File: config.mk
export PLATFORM = sky130hd
export DESIGN_NAME = exa_crosb_s2e_with_vcs
export DESIGN_NICKNAME = d
export VERILOG_FILES = /design/src/rtl/exanet_crosb_pkg.sv /design/src/rtl/exa_s2e_skid.sv /design/src/rtl/exa_crosb_s2e_with_vcs.sv
export SDC_FILE = /design/constraint.sdc
export NUM_CORES = 1
export LEC_CHECK = 0
export ABC_CLOCK_PERIOD_IN_PS = 9700
export BUFFER_PORTS_ARGS = -buffer_cell sky130_fd_sc_hd__clkbuf_2
export CORE_ASPECT_RATIO = 0.9
export CORE_MARGIN = 4
export CORE_UTILIZATION = 48
export DETAILED_ROUTE_END_ITERATION = 6
export PLACE_DENSITY = 0.76
export SLEW_MARGIN = 25
export SYNTH_ARGS = -nofsm -noshare
export SYNTH_HDL_FRONTEND = slang
export SYNTH_SLANG_ARGS = --single-unit
export TNS_END_PERCENT = 50
File: constraint.sdc
create_clock -name M_ACLK -period 9.7 [get_ports M_ACLK]
set_input_delay 0.485 -clock M_ACLK [delete_from_list [all_inputs] [get_ports M_ACLK]]
set_output_delay 0.485 -clock M_ACLK [all_outputs]
set_load 0.01 [all_outputs]
File: src/rtl/exanet_crosb_pkg.sv
// Shared types for the crossbar-stream to exanet-link bridge.
// Latency: n/a (types and helpers only).
// Backpressure: n/a.
package exanet_crosb_pkg;

   localparam int TDATA_W = 128;

   // Beat classification carried alongside the data through the skid buffer.
   typedef enum logic [1:0] {
      TAG_HDR = 2'd0,
      TAG_PAY = 2'd1,
      TAG_FTR = 2'd2
   } beat_tag_e;

   // Packet framing state: IDLE means the next accepted beat is a header.
   typedef enum logic {
      ST_IDLE = 1'b0,
      ST_XFER = 1'b1
   } fsm_state_e;

   typedef struct packed {
      beat_tag_e            tag;
      logic [TDATA_W-1:0]   dat;
   } beat_t;

   localparam int BEAT_W = $bits(beat_t);

   // Tag of a beat accepted in the given framing state.
   function automatic beat_tag_e beat_tag(input fsm_state_e st, input logic last);
      beat_tag_e t;
      if (st == ST_IDLE) begin
         t = TAG_HDR;
      end else if (last) begin
         t = TAG_FTR;
      end else begin
         t = TAG_PAY;
      end
      return t;
   endfunction

endpackage

File: src/rtl/exa_s2e_skid.sv
// Two-entry valid/ready buffer decoupling the stream input from the link output.
// Latency: 1 cycle from push to output valid when empty; sustains 1 beat/cycle.
// Backpressure: input ready drops only when both entries are occupied.
module exa_s2e_skid #(
   parameter int DWIDTH = 130
) (
   input  logic              i_clk,
   input  logic              i_rst_n,
   input  logic [DWIDTH-1:0] i_in_dat,
   input  logic              i_in_vld,
   output logic              o_in_rdy,
   output logic [DWIDTH-1:0] o_out_dat,
   output logic              o_out_vld,
   input  logic              i_out_rdy
);

   logic [DWIDTH-1:0] r_mem [0:1];
   logic              r_wptr;
   logic              r_rptr;
   logic [1:0]        r_cnt;
   logic              w_push;
   logic              w_pop;

   assign o_in_rdy  = (r_cnt != 2'd2);
   assign o_out_vld = (r_cnt != 2'd0);
   assign o_out_dat = r_mem[r_rptr];
   assign w_push    = i_in_vld & o_in_rdy;
   assign w_pop     = o_out_vld & i_out_rdy;

   // Storage needs no reset: an entry is only read once the count covers it.
   always_ff @(posedge i_clk) begin
      if (w_push) begin
         r_mem[r_wptr] <= i_in_dat;
      end
   end

   // Pointers and occupancy; reset empties the buffer.
   always_ff @(posedge i_clk or negedge i_rst_n) begin
      if (!i_rst_n) begin
         r_wptr <= 1'b0;
         r_rptr <= 1'b0;
         r_cnt  <= 2'd0;
      end else begin
         if (w_push) begin
            r_wptr <= ~r_wptr;
         end
         if (w_pop) begin
            r_rptr <= ~r_rptr;
         end
         case ({w_push, w_pop})
            2'b10:   r_cnt <= r_cnt + 2'd1;
            2'b01:   r_cnt <= r_cnt - 2'd1;
            default: r_cnt <= r_cnt;
         endcase
      end
   end

endmodule

File: src/rtl/exa_crosb_s2e_with_vcs.sv
// Frames crossbar stream packets into exanet header/payload/footer beats with per-VC credit gating.
// Latency: 1 cycle input accept to exanet_tx valid when the buffer is empty; 1 beat/cycle throughput.
// Backpressure: TREADY low when the 2-entry buffer is full or the packet VC has no credit.
module exa_crosb_s2e_with_vcs
   import exanet_crosb_pkg::*;
#(
   parameter  int    prio_num   = 2,
   parameter  int    vc_num     = 2,
   parameter  int    credit_max = 40,
   parameter  string DEBUG      = "false",
   localparam int    NVC        = prio_num * vc_num,
   localparam int    CW         = $clog2(credit_max + 1)
) (
   input  logic                     M_ACLK,
   input  logic                     M_ARESETN,
   // crossbar output stream
   input  logic [TDATA_W-1:0]       S_AXIS_TDATA,
   input  logic                     S_AXIS_TLAST,
   input  logic                     S_AXIS_TVALID,
   output logic                     S_AXIS_TREADY,
   // link transmit side
   output logic [TDATA_W-1:0]       exanet_tx_data,
   output logic                     exanet_tx_header_valid,
   input  logic                     exanet_tx_header_ready,
   output logic                     exanet_tx_payload_valid,
   input  logic                     exanet_tx_payload_ready,
   output logic                     exanet_tx_footer_valid,
   input  logic                     exanet_tx_footer_ready,
   // credits
   input  logic [NVC-1:0]           i_credit_return,
   output logic [NVC-1:0][CW-1:0]   o_credits,
   output logic [NVC-1:0]           o_vc_ready,
   output logic                     o_proto_error,
   output logic                     o_credit_overflow
);

   localparam int            VCW    = (NVC > 1) ? $clog2(NVC) : 1;
   localparam logic [CW-1:0] C_MAX  = CW'(credit_max);
   localparam bit            DBG_EN = (DEBUG == "true");

   fsm_state_e            r_state;
   fsm_state_e            w_state_nxt;
   logic [VCW-1:0]        r_vc;
   logic [VCW-1:0]        w_vc_nxt;
   logic [VCW-1:0]        w_vc;
   logic                  r_rdy_en;
   logic [NVC-1:0][CW-1:0] r_credit;
   logic                  r_perr;
   logic                  r_ovf;
   logic                  w_perr_set;
   logic                  w_ovf_hit;
   logic                  w_cred_nz;
   logic [NVC-1:0]        w_dec;
   logic                  w_accept;
   beat_t                 w_in_beat;
   beat_t                 w_head;
   logic [BEAT_W-1:0]     w_skid_out_dat;
   logic                  w_skid_out_vld;
   logic                  w_skid_out_rdy;
   logic                  w_skid_in_rdy;

   // In IDLE the VC comes straight off the header beat; inside a packet it is the latched one.
   assign w_vc     = (r_state == ST_IDLE) ? S_AXIS_TDATA[VCW-1:0] : r_vc;
   assign w_accept = S_AXIS_TVALID & S_AXIS_TREADY;

   assign S_AXIS_TREADY = r_rdy_en & w_skid_in_rdy & w_cred_nz;

   // Credit availability of the VC the current beat belongs to (out-of-range VC never ready).
   always_comb begin
      w_cred_nz = 1'b0;
      for (int k = 0; k < NVC; k++) begin
         if (w_vc == VCW'(k)) begin
            w_cred_nz = (r_credit[k] != '0);
         end
      end
   end

   // One-hot credit consumption for the beat being accepted this cycle.
   always_comb begin
      w_dec = '0;
      for (int k = 0; k < NVC; k++) begin
         w_dec[k] = w_accept && (w_vc == VCW'(k));
      end
   end

   // A return that cannot be absorbed (already at max, nothing consumed) flags overflow.
   always_comb begin
      w_ovf_hit = 1'b0;
      for (int k = 0; k < NVC; k++) begin
         if (i_credit_return[k] && !w_dec[k] && (r_credit[k] == C_MAX)) begin
            w_ovf_hit = 1'b1;
         end
      end
   end

   // Framing next-state: headers open a packet unless they carry TLAST, which is an error.
   always_comb begin
      w_state_nxt = r_state;
      w_vc_nxt    = r_vc;
      w_perr_set  = 1'b0;
      if (w_accept) begin
         case (r_state)
            ST_IDLE: begin
               if (S_AXIS_TLAST) begin
                  w_perr_set = 1'b1;
               end else begin
                  w_state_nxt = ST_XFER;
                  w_vc_nxt    = w_vc;
               end
            end
            ST_XFER: begin
               if (S_AXIS_TLAST) begin
                  w_state_nxt = ST_IDLE;
               end
            end
            default: w_state_nxt = ST_IDLE;
         endcase
      end
   end

   // Framing state and latched VC; reset drops any partial packet.
   always_ff @(posedge M_ACLK or negedge M_ARESETN) begin
      if (!M_ARESETN) begin
         r_state <= ST_IDLE;
         r_vc    <= '0;
      end else begin
         r_state <= w_state_nxt;
         r_vc    <= w_vc_nxt;
      end
   end

   // Input is held off for the first cycle after reset release.
   always_ff @(posedge M_ACLK or negedge M_ARESETN) begin
      if (!M_ARESETN) begin
         r_rdy_en <= 1'b0;
      end else begin
         r_rdy_en <= 1'b1;
      end
   end

   // Per-VC credit counters: consume on accept, restore on return, saturate at max.
   always_ff @(posedge M_ACLK or negedge M_ARESETN) begin
      if (!M_ARESETN) begin
         for (int k = 0; k < NVC; k++) begin
            r_credit[k] <= C_MAX;
         end
      end else begin
         for (int k = 0; k < NVC; k++) begin
            case ({w_dec[k], i_credit_return[k]})
               2'b10: r_credit[k] <= r_credit[k] - CW'(1);
               2'b01: begin
                  if (r_credit[k] != C_MAX) begin
                     r_credit[k] <= r_credit[k] + CW'(1);
                  end
               end
               default: r_credit[k] <= r_credit[k];
            endcase
         end
      end
   end

   // Sticky error flags, cleared only by reset.
   always_ff @(posedge M_ACLK or negedge M_ARESETN) begin
      if (!M_ARESETN) begin
         r_perr <= 1'b0;
         r_ovf  <= 1'b0;
      end else begin
         r_perr <= r_perr | w_perr_set;
         r_ovf  <= r_ovf | w_ovf_hit;
      end
   end

   assign w_in_beat.tag = beat_tag(r_state, S_AXIS_TLAST);
   assign w_in_beat.dat = S_AXIS_TDATA;

   exa_s2e_skid #(
      .DWIDTH (BEAT_W)
   ) u_skid (
      .i_clk     (M_ACLK),
      .i_rst_n   (M_ARESETN),
      .i_in_dat  (w_in_beat),
      .i_in_vld  (w_accept),
      .o_in_rdy  (w_skid_in_rdy),
      .o_out_dat (w_skid_out_dat),
      .o_out_vld (w_skid_out_vld),
      .i_out_rdy (w_skid_out_rdy)
   );

   assign w_head = beat_t'(w_skid_out_dat);

   assign exanet_tx_data          = w_head.dat;
   assign exanet_tx_header_valid  = w_skid_out_vld && (w_head.tag == TAG_HDR);
   assign exanet_tx_payload_valid = w_skid_out_vld && (w_head.tag == TAG_PAY);
   assign exanet_tx_footer_valid  = w_skid_out_vld && (w_head.tag == TAG_FTR);

   // Head of buffer leaves only on the ready that matches its own tag.
   always_comb begin
      w_skid_out_rdy = 1'b0;
      case (w_head.tag)
         TAG_HDR: w_skid_out_rdy = exanet_tx_header_ready;
         TAG_PAY: w_skid_out_rdy = exanet_tx_payload_ready;
         TAG_FTR: w_skid_out_rdy = exanet_tx_footer_ready;
         default: w_skid_out_rdy = 1'b0;
      endcase
   end

   always_comb begin
      for (int k = 0; k < NVC; k++) begin
         o_vc_ready[k] = (r_credit[k] != '0);
      end
   end

   assign o_credits         = r_credit;
   assign o_proto_error     = r_perr;
   assign o_credit_overflow = r_ovf;

   // Debug builds expose the framing state under a mark_debug attribute.
   if (DBG_EN) begin : g_debug
      (* mark_debug = "true" *) fsm_state_e w_dbg_state;
      assign w_dbg_state = r_state;
   end

endmodule
==> results.py <==
metrics = {
    "global_routing": {
        "antenna_found_initial": 1,
        "gr-total-overflow": 0,
        "grt_max_degree": 70,
        "grt_usage_pct": 17.6,
        "grt_first_pass_wirelength_mm": 38.2,
        "grt_pass1_vias": 6842,
    },
    "setup_path": {
        "arrival_ns": 3.07,
        "setup.worst_path.start_class": "flop",
        "path_cells": "buf_4, mux2_2, clkbuf_2",
        "cp_max_fo": 67,
        "end_kind": "output pin",
        "worstSetupPathType": "flop to output pin",
        "required_ns": 9.22,
        "cp_slowest_cell": "dfrtp_4",
        "critical-path-max-stage-delay_ns": 1.05,
        "setup.worst_path.start": "u_skid.r_rptr",
        "r2r-start": "r_state",
    },
    "yosys": {
        "ys_seq_elements": 294,
        "avgSynthCellArea_um2": 18.7,
        "netlist_instances": 636,
        "synth_ff_type": "edfxtp_1",
        "yosys_warnings": 0,
        "syn_nets": 798,
        "synth_edf_count": 260,
        "yosysSeqAreaShare_pct": 72.8,
        "async_flop_share_pct": 11.6,
        "synth_area_um2": 11900,
        "synth_cell_types": 56,
    },
    "floorplanning": {
        "coreArea_um2": 24300,
        "start_util_pct": 48.9,
        "io_pins": 301,
        "dieHeight_um": 157,
        "dieArea_um2": 27400,
        "die_width_um": 174,
        "num_rows": 54,
    },
    "clock_tree": {
        "clk_path_buf_depth": 3,
        "cts_tree": "built",
        "clock_latency_ns": 0.55,
        "cts_inserted_buffers": 30,
        "cts-root-buf": "clkbuf_16",
        "ctsHoldBuffers": 0,
        "ctsResizeCount": 0,
        "cts_sinks": 294,
        "clk_pin_slew_ns": 0.06,
        "post_cts_buffers": 0,
        "cts_max_level": 1,
    },
    "route": {
        "drcViolationCount": 0,
        "ant_nets": 0,
        "post_drt_wl_per_cell_um": 19.6,
        "route.vias.total": 6650,
        "first_pass_iters": 4,
        "vias_per_cell": 5.18,
        "wirelength_mm": 25.1,
        "drt_iter0_drc": 463,
    },
    "timing": {
        "setup_viol": 0,
        "rsz0062_at_grt": "no",
        "clock_skew_ns": 0.0150,
        "tns_ns": 0,
        "tightest_slew_ns": 0.946,
        "hold_violations": 0,
        "slew_viol_final": 0,
        "clock.fmax_mhz": 281,
        "hold_ws_ns": 0.0653,
        "final.min_clock_period_ns": 3.56,
        "finalCritPeriodShare_pct": 36.7,
        "slew_headroom_pct": 37.0,
    },
    "place": {
        "placed_cell_area_um2": 13700,
        "port-buffer-count": 300,
        "routabilityCongestion": 0.781,
        "hpwl_mm": 17.2,
    },
    "pwr": {
        "p_leak_nw": 5.72,
        "p_int_w": 0.00289,
        "power_switching_w": 0.00134,
        "switching_share_pct": 31.7,
        "p_per_area_nw_per_um2": 288,
        "p_clk_share_pct": 24.6,
        "pwr-share-seq_pct": 43.1,
        "pwr-share-comb_pct": 32.3,
        "vdd_ir_drop_max_mv": 0.183,
    },
    "status": {
        "status": "finished, final reports clean",
    },
    "worst_hold_path": {
        "hp-class": "input port to async pin",
    },
    "flow_run": {
        "maxCapViolations": 0,
    },
    "final_layout": {
        "final_nets": 1117,
        "antenna_cells": 0,
        "drive_gt1_share_pct": 52.9,
        "fillers": 1822,
        "synthToLayoutAreaGrowth_pct": 23.0,
        "final_area_um2": 14600,
    },
}
==> Yosys cell counts, types with 3 or more instances <==
| cell | n | area share, % |
|---|---|---|
| nand3_1 | 7 | 0.29 |
| ha_1 | 19 | 2.0 |
| fa_1 | 4 | 0.67 |
| mux2i_1 | 11 | 0.92 |
| buf_2 | 11 | 0.46 |
| nor3b_2 | 3 | 0.32 |
| a21oi_1 | 10 | 0.42 |
| edfxtp_1 | 260 | 66 |
| mux2_4 | 6 | 0.76 |
| nor4_2 | 3 | 0.32 |
| o21ai_2 | 3 | 0.22 |
| o211ai_1 | 4 | 0.25 |
| clkbuf_1 | 3 | 0.095 |
| xnor2_1 | 14 | 1.0 |
| mux2_1 | 9 | 0.85 |
| dfstp_2 | 8 | 1.8 |
| nand2_1 | 8 | 0.25 |
| nor2_1 | 12 | 0.38 |
| o21ai_0 | 3 | 0.13 |
| and3b_1 | 3 | 0.22 |
| mux2_2 | 132 | 12 |
| nor3_1 | 4 | 0.17 |
| xor2_1 | 8 | 0.59 |
| a21o_1 | 8 | 0.50 |
| or3_1 | 3 | 0.16 |
| dfrtp_1 | 26 | 5.5 |
| inv_1 | 14 | 0.44 |
==> worst paths after layout <==
path,cells past startpoint,end,slack [ns]
setup / recovery,3,exanet_tx_data[48],6.14
hold / removal,1,o_credits[4],0.07
setup reg to reg,6,u_skid.r_mem[1][15],6.15
hold reg to reg,1,o_proto_error,0.50
max in group asynchronous,1,u_skid.r_rptr,8.96
min in group M_ACLK,1,u_skid.r_mem[0][30],0.12
==> state kept, by name, summed over array words and instances (netlist names) <==
signal,flops
u_skid.r_mem,260
o_credits,24
r_vc,2
u_skid.r_cnt,2
o_credit_overflow,1
o_proto_error,1
r_rdy_en,1
r_state,1
u_skid.r_rptr,1
u_skid.r_wptr,1
==> layout make-up <==
class | count | area (um2) | share of cell area, %
Clock buffer | 37 | 777 | 5.31
Clock inverter | 16 | 121 | 0.829
Inverter | 14 | 52.6 | 0.359
Multi-Input combinational cell | 311 | 3110 | 21.2
Sequential cell | 294 | 8670 | 59.2
Tap cell | 308 | 385 | 2.63
Timing Repair Buffer | 304 | 1530 | 10.5
==> power groups by stage <==
stage | registers, W | logic [W] | clock network [W]
4_1_cts | 0.00182 | 0.00139 | 0.00107
6_report | 0.00182 | 0.00137 | 0.00104
3_5_place_dp | 0.00184 | 0.00137 | 0
2_1_floorplan | 0.00180 | 0.000950 | 0
5_1_grt | 0.00185 | 0.00149 | 0.00113
3_3_place_gp | 0.00183 | 0.00137 | 0
==> metrics by stage <==
stage | power (W) | worst slack (ns) | util [%] | std cells
after floorplan | 0.00275 | 3.05 | - | 636
after global placement | 0.00320 | 6.03 | 56.5 | 1231
after detailed placement | 0.00322 | 6.02 | 56.5 | 1231
after CTS | 0.00428 | 6.09 | 60.2 | 1284
after global routing | 0.00447 | 5.80 | 60.2 | 1284
final | 0.00422 | 6.14 | 60.2 | 1284
==> kinds of logic after synthesis <==
logic type	Yosys count	share of synthesized area (%)
multiplexers	158	15.0
XOR/XNOR	22	1.62
adder cells (fa/ha/maj)	23	2.67
buffers and inverters	31	1.22
flip-flops	294	72.8
other	1	0.0315
AND/OR/NAND/NOR	59	3.42
AO/OA/AOI/OAI	48	3.22
==> worst max-delay path, delay by kind of cell, from the launching register on <==
kind / cells / cell delay [ns]
flops: 1 / 1.05
buf+inv: 2 / 0.93
mux: 1 / 0.46
==> metal layers <==
metal | vias up | global-route usage, % | wire length (um)
li1 | 3124 | - | -
met5 | - | 0 | 11
met2 | 241 | 30.2 | 12400
met1 | 3244 | 22.6 | 10100
met4 | 2 | 4.00 | 489
met3 | 39 | 5.12 | 2060
==> cells in the final DEF (no fill, tap or decap), types with 4 or more instances in the layout <==
cell type  count
a21oi_1       10
mux2_4         6
edfxtp_1     260
dfrtp_1       25
nand3_1        7
fa_1           4
clkinv_1       9
xnor2_1       14
o211ai_1       4
clkbuf_1       7
mux2_1         9
inv_1         14
dfstp_2        8
mux2i_1       11
buf_4          4
ha_1          19
clkinv_2       4
nand2_1        8
clkbuf_2     300
clkbuf_16     30
xor2_1         8
mux2_2       132
nor2_1        12
a21o_1         8
(Power assumes the default switching activity.)
